--- src/rtl/muldiv_pkg.sv ---
// Shared op codes, FSM states and iteration count for the
// iterative multiply/divide sequencer.
package muldiv_pkg;

  localparam logic [3:0] OP_MULT  = 4'b0000;
  localparam logic [3:0] OP_MULTU = 4'b1001;
  localparam logic [3:0] OP_DIV   = 4'b1101;
  localparam logic [3:0] OP_DIVU  = 4'b1100;

  localparam int ITER_COUNT = 32;

  typedef enum logic [1:0] {
    IDLE,
    PREP,
    RUN,
    FIX
  } state_t;

  function automatic logic op_legal(input logic [3:0] op);
    return op inside {OP_MULT, OP_MULTU, OP_DIV, OP_DIVU};
  endfunction

endpackage

--- src/rtl/muldiv_iter_core.sv ---
// One radix-2 step: shift-add multiply or restoring divide
// over the {hi, lo} accumulator pair.
module muldiv_iter_core
  import muldiv_pkg::*;
(
  input  logic        is_div,
  input  logic [31:0] hi,
  input  logic [31:0] lo,
  input  logic [31:0] operand,
  output logic [31:0] hi_nxt,
  output logic [31:0] lo_nxt
);

  logic [32:0] sum;
  logic [32:0] rem_sh;
  logic        ge;

  always_comb begin
    sum    = {1'b0, hi} + (lo[0] ? {1'b0, operand} : 33'd0);
    rem_sh = {hi, lo[31]};
    ge     = rem_sh >= {1'b0, operand};
    hi_nxt = sum[32:1];
    lo_nxt = {sum[0], lo[31:1]};
    if (is_div) begin
      hi_nxt = ge ? 32'(rem_sh - {1'b0, operand}) : rem_sh[31:0];
      lo_nxt = {lo[30:0], ge};
    end
  end

endmodule

--- src/rtl/muldiv_sequencer.sv ---
// MULT/MULTU/DIV/DIVU sequencer owning HI/LO.
// Define MULDIV_FAST_MULT_EN for a single-cycle combinational multiply.
module muldiv_sequencer
  import muldiv_pkg::*;
(
  input  logic        clk,
  input  logic        reset,
  input  logic        start,
  input  logic [3:0]  alu_control,
  input  logic [31:0] op1,
  input  logic [31:0] op2,
  input  logic        abort,
  input  logic        wr_hi,
  input  logic        wr_lo,
  input  logic [31:0] wr_data,
  output logic        busy,
  output logic        done,
  output logic [31:0] high,
  output logic [31:0] low
);

  state_t      state;
  logic        is_div;
  logic        is_sgn;
  logic        neg_q;
  logic        neg_r;
  logic [31:0] a_q;
  logic [31:0] b_q;
  logic [31:0] m_q;
  logic [31:0] hi_acc;
  logic [31:0] lo_acc;
  logic [31:0] hi_nxt;
  logic [31:0] lo_nxt;
  logic [5:0]  cnt;
  logic [63:0] prod;
  logic [63:0] res;
  logic [31:0] quo;
  logic [31:0] rem;
  logic        accept;

  function automatic logic [31:0] mag(input logic [31:0] x,
                                      input logic        sgn);
    return (sgn && x[31]) ? -x : x;
  endfunction

  muldiv_iter_core u_core (
    .is_div (is_div),
    .hi     (hi_acc),
    .lo     (lo_acc),
    .operand(m_q),
    .hi_nxt (hi_nxt),
    .lo_nxt (lo_nxt)
  );

  assign busy   = (state != IDLE);
  assign accept = start && !abort && op_legal(alu_control);

  always_comb begin
`ifdef MULDIV_FAST_MULT_EN
    prod = {{32{is_sgn & a_q[31]}}, a_q} * {{32{is_sgn & b_q[31]}}, b_q};
`else
    prod = {hi_acc, lo_acc};
    if (neg_q) prod = -prod;
`endif
    quo = neg_q ? -lo_acc : lo_acc;
    rem = neg_r ? -hi_acc : hi_acc;
    res = is_div ? {rem, quo} : prod;
  end

  always_ff @(posedge clk or posedge reset) begin
    if (reset) begin
      state  <= IDLE;
      done   <= 1'b0;
      high   <= '0;
      low    <= '0;
      cnt    <= '0;
      is_div <= 1'b0;
      is_sgn <= 1'b0;
      neg_q  <= 1'b0;
      neg_r  <= 1'b0;
      a_q    <= '0;
      b_q    <= '0;
      m_q    <= '0;
      hi_acc <= '0;
      lo_acc <= '0;
    end else begin
      done <= 1'b0;
      if (abort && state != IDLE) begin
        state <= IDLE;
      end else begin
        case (state)
          IDLE: begin
            if (wr_hi) high <= wr_data;
            if (wr_lo) low  <= wr_data;
            if (accept) begin
              a_q    <= op1;
              b_q    <= op2;
              is_div <= alu_control inside {OP_DIV, OP_DIVU};
              is_sgn <= alu_control inside {OP_MULT, OP_DIV};
`ifdef MULDIV_FAST_MULT_EN
              if (alu_control inside {OP_MULT, OP_MULTU}) begin
                state <= FIX;
                done  <= 1'b1;
              end else begin
                state <= PREP;
              end
`else
              state <= PREP;
`endif
            end
          end
          PREP: begin
            hi_acc <= '0;
            lo_acc <= mag(a_q, is_sgn);
            m_q    <= mag(b_q, is_sgn);
            neg_q  <= is_sgn & (a_q[31] ^ b_q[31]);
            neg_r  <= is_sgn & a_q[31];
            cnt    <= '0;
            state  <= RUN;
          end
          RUN: begin
            hi_acc <= hi_nxt;
            lo_acc <= lo_nxt;
            cnt    <= cnt + 6'd1;
            if (cnt == 6'(ITER_COUNT - 1)) begin
              state <= FIX;
              done  <= 1'b1;
            end
          end
          FIX: begin
            high  <= res[63:32];
            low   <= res[31:0];
            state <= IDLE;
          end
          default: state <= IDLE;
        endcase
      end
    end
  end

endmodule

--- config.mk ---
export PLATFORM = sky130hd
export DESIGN_NAME = muldiv_sequencer
export DESIGN_NICKNAME = d
export VERILOG_FILES = /design/src/rtl/muldiv_pkg.sv /design/src/rtl/muldiv_iter_core.sv /design/src/rtl/muldiv_sequencer.sv
export SDC_FILE = /design/constraint.sdc
export NUM_CORES = 1
export LEC_CHECK = 0
export CORE_ASPECT_RATIO = 0.5
export CORE_MARGIN = 5
export CORE_UTILIZATION = 50
export CTS_CLUSTER_SIZE = 20
export DETAILED_ROUTE_END_ITERATION = 16
export GPL_TIMING_DRIVEN = 1
export PLACE_DENSITY = 0.72
export SKIP_CTS_REPAIR_TIMING = 1
export SLEW_MARGIN = 25
export SYNTH_ARGS = -nofsm -noshare
export SYNTH_HDL_FRONTEND = slang
export SYNTH_SLANG_ARGS = --single-unit
--- constraint.sdc ---
create_clock -name clk -period 22.6 [get_ports clk]
set_clock_uncertainty 0.1 [all_clocks]
set_input_delay 4.52 -clock clk [delete_from_list [all_inputs] [get_ports clk]]
set_output_delay 4.52 -clock clk [all_outputs]
set_load 0.005 [all_outputs]
==> impl_metrics.tcl <==
set metrics [dict create \
    endpoint_kind "flop" \
    first_pass_iters 6 \
    htreeDepth 1 \
    synth_adder_area_share_pct 5.725 \
    ff2ff_path_depth 13 \
    power_frac_clock_pct 16.3 \
    routed_wl_um 48290 \
    synth_compound_area_share_pct 21.85 \
    cp.required_ps 22990 \
    yosys_warnings 0 \
    root_buffer "clkbuf_16" \
    synth_top_area_cell "dfrtp_1" \
    grt_pass1_vias 14000 \
    rows 47 \
    dieArea_mm2 0.03728 \
    p_per_area_mw_per_mm2 136.4 \
    p_switching_mw 1.209 \
    synth-edff-count 0 \
    fin_tns_setup_ps 0 \
    crit_path_max_fanout 25 \
    start_kind "primary input" \
    swShare_pct 45.54 \
    muxShareOfSynthArea_pct 7.454 \
    async_flop_share_pct 100.0 \
    initialDrtViolationCount 1245 \
    min_period_over_period_pct 29.71 \
    antenna_left 0 \
    vias_per_cell 5.865 \
    port_buffers 171 \
    seqPwrFrac_pct 30.3 \
    synthCells 1952 \
    yosys-top-cells-area "dfrtp_1 (36%), o21ai_0 (6.7%), ha_1 (5.5%)" \
    area_growth_syn_to_layout_pct 16.86 \
    start_util_pct 50.57 \
    maxSlewViolCount 0 \
    netlist_area_mm2 0.01665 \
    grt.overflow.total 0 \
    layout.nets 2232 \
    ys_ff_latch 237 \
    max-slew-margin-rel_pct 30.98 \
    clock_sinks 237 \
    synth_top_area_share_pct 35.61 \
    hold_path.class "reg2reg" \
    clock_latency_ps 560 \
    antenna_found_initial 0 \
    holdCritStartpoint "m_q[12]$_DFFE_PP0P_" \
    drcViolationCount 0 \
    hold_viol 0 \
    hold_path_end "m_q[12]$_DFFE_PP0P_" \
    grt_max_degree 104 \
    hold_depth 2 \
    cts.clk_slew.worst_paths_ps 70 \
    comb_power_share_pct 53.4 \
    setup_viol 0 \
    die_height_um 139.0 \
    cts_tree "done" \
    dpl.hpwl_um 36410 \
    diodes 0 \
    max_freq_ghz 0.1489 \
    ys_types 77 \
    wl_per_cell_um 19.23 \
    chipWidth_um 268.1 \
    rrSetupSlack_ps 18360 \
    holdWs_ps 374.1 \
    ys.flop_type "dfrtp_1" \
    min_period_ps 6715 \
    synth_top_family_by_area "compound AO/OA/AOI/OAI gates" \
    num_io_pins 172 \
    drive_gt1_share_pct 7.246 \
    synth_fp_nets 2133 \
    num_vias 14730 \
    regToRegEndpoint "hi_acc[29]$_DFFE_PP0P_" \
    vdd_drop_max_mv 0.07313 \
    drv_cap 0 \
    tightest_slew_ps 1034 \
    total_leakage_power_nw 8.586 \
    grt.total_usage_pct 25.08 \
    globalplace.congestion 0.9430 \
    synth_xor_area_share_pct 9.047 \
    cts_buffers 25 \
    status "complete, no violations" \
    synth_area_per_cell_um2 8.531 \
    crit_type "in2reg" \
    grt_pass1_wl_um 76730 \
    core_area_mm2 0.03293 \
    timing.rr.start "lo_acc[0]$_DFFE_PP0P_" \
    clock_path_buffers 3 \
    power.internal_mw 1.446 \
    synthTopCellsByCount "dfrtp_1 (237), o21ai_0 (224), nand2_1 (221)" \
    synthSimpleGateAreaFrac_pct 15.93 \
    ys_seq_area_share_pct 35.61 \
    synth.most_common_cell "dfrtp_1" \
    critPathArrivalTime_ps 7100 \
    rsz0062_at_grt "false" \
]
cell type report:
type                       instances  area [µm²]
timing repair buffer             184        1813
sequential                       237        5932
fill                            2951       13470
clock inverter                    14       147.6
tap                              441       551.8
inverter                          70       270.3
multi-input combinational       1533       10040
clock buffer                      32       701.9
placed cells by master (no fill, tap or decap), types with 12 or more instances in the layout:
cell type | Yosys | final
clkdlybuf4s50_1 | 0 | 171
o31ai_1 | 23 | 23
dfrtp_1 | 237 | 236
a31oi_1 | 23 | 23
nand2b_1 | 14 | 14
mux2i_1 | 52 | 52
clkbuf_16 | 0 | 25
nand3_1 | 24 | 24
or4_1 | 12 | 12
and3_1 | 13 | 13
mux2_2 | 64 | 64
o21ai_0 | 224 | 224
nand2_1 | 221 | 219
a21o_1 | 45 | 43
nor2b_1 | 22 | 22
buf_4 | 0 | 12
inv_1 | 69 | 68
nor4_1 | 21 | 21
xor2_1 | 82 | 82
a211oi_1 | 27 | 27
nor2_1 | 146 | 145
a22oi_1 | 18 | 18
xnor2_1 | 90 | 90
ha_1 | 73 | 72
nor3_1 | 32 | 32
a21oi_1 | 151 | 151
o41ai_1 | 14 | 14
nand4_1 | 12 | 12
power groups by stage:
stage | registers [mW] | logic, mW | clock network [mW]
floorplan | 0.737 | 1.02 | 0
global placement | 0.802 | 1.38 | 0
detailed placement | 0.810 | 1.40 | 0
CTS | 0.803 | 1.41 | 0.438
global route | 0.832 | 1.57 | 0.454
finish | 0.805 | 1.42 | 0.432
worst max path at each step:
stage / startpoint / end / slack (ps) / cells past startpoint
final: abort / hi_acc[30]$_DFFE_PP0P_ / 15890 / 7
after global routing: abort / hi_acc[30]$_DFFE_PP0P_ / 15810 / 7
after CTS: abort / hi_acc[30]$_DFFE_PP0P_ / 15960 / 7
after detailed placement: abort / hi_acc[30]$_DFFE_PP0P_ / 15390 / 7
after global placement: abort / hi_acc[30]$_DFFE_PP0P_ / 15450 / 7
after floorplan: reset / a_q[0]$_DFFE_PP0P_ / 11480 / 1
registers in the layout, indices dropped and copies added, names as in the netlist, 2 cells and up:
signal / flops
a_q: 32
b_q: 32
hi_acc: 32
high: 32
lo_acc: 32
low: 32
m_q: 32
cnt: 6
state: 2
critical path, stage by stage:
cell and delay (ps):
clkdlybuf4s50_1 450, nand2_1 260, and3_1 380, nand2_1 580, or2_2 570, o21ai_0 170
a32o_1 170
layer usage:
layer  track usage, %  routed length, µm  vias to the layer above
met4            5.492               1121                        0
met5                0                  0                        -
met3            3.457               2692                       74
li1                 -                  -                     7180
met1            36.89              22500                     7065
met2            39.67              21980                      407
cell families after synthesis:
group	after synthesis
AO/OA/AOI/OAI	601
multiplexers	116
adder cells (fa/ha/maj)	75
XOR/XNOR	172
flip-flops	237
AND/OR/NAND/NOR	569
buffers and inverters	182
metrics by stage:
step                      power, mW  utilization [%]  setup slack [ps]  area, µm²  cells
after global routing          2.854            59.09             15810      19460   2511
after global placement        2.181            56.45             15450      18590   2465
final                         2.655            59.09             15890      19460   2511
after CTS                     2.647            59.03             15960      19440   2511
after floorplan               1.756                -             11480      16650   1952
after detailed placement      2.210            56.45             15390      18590   2465
No activity file was read; power rests on OpenSTA's default activity.
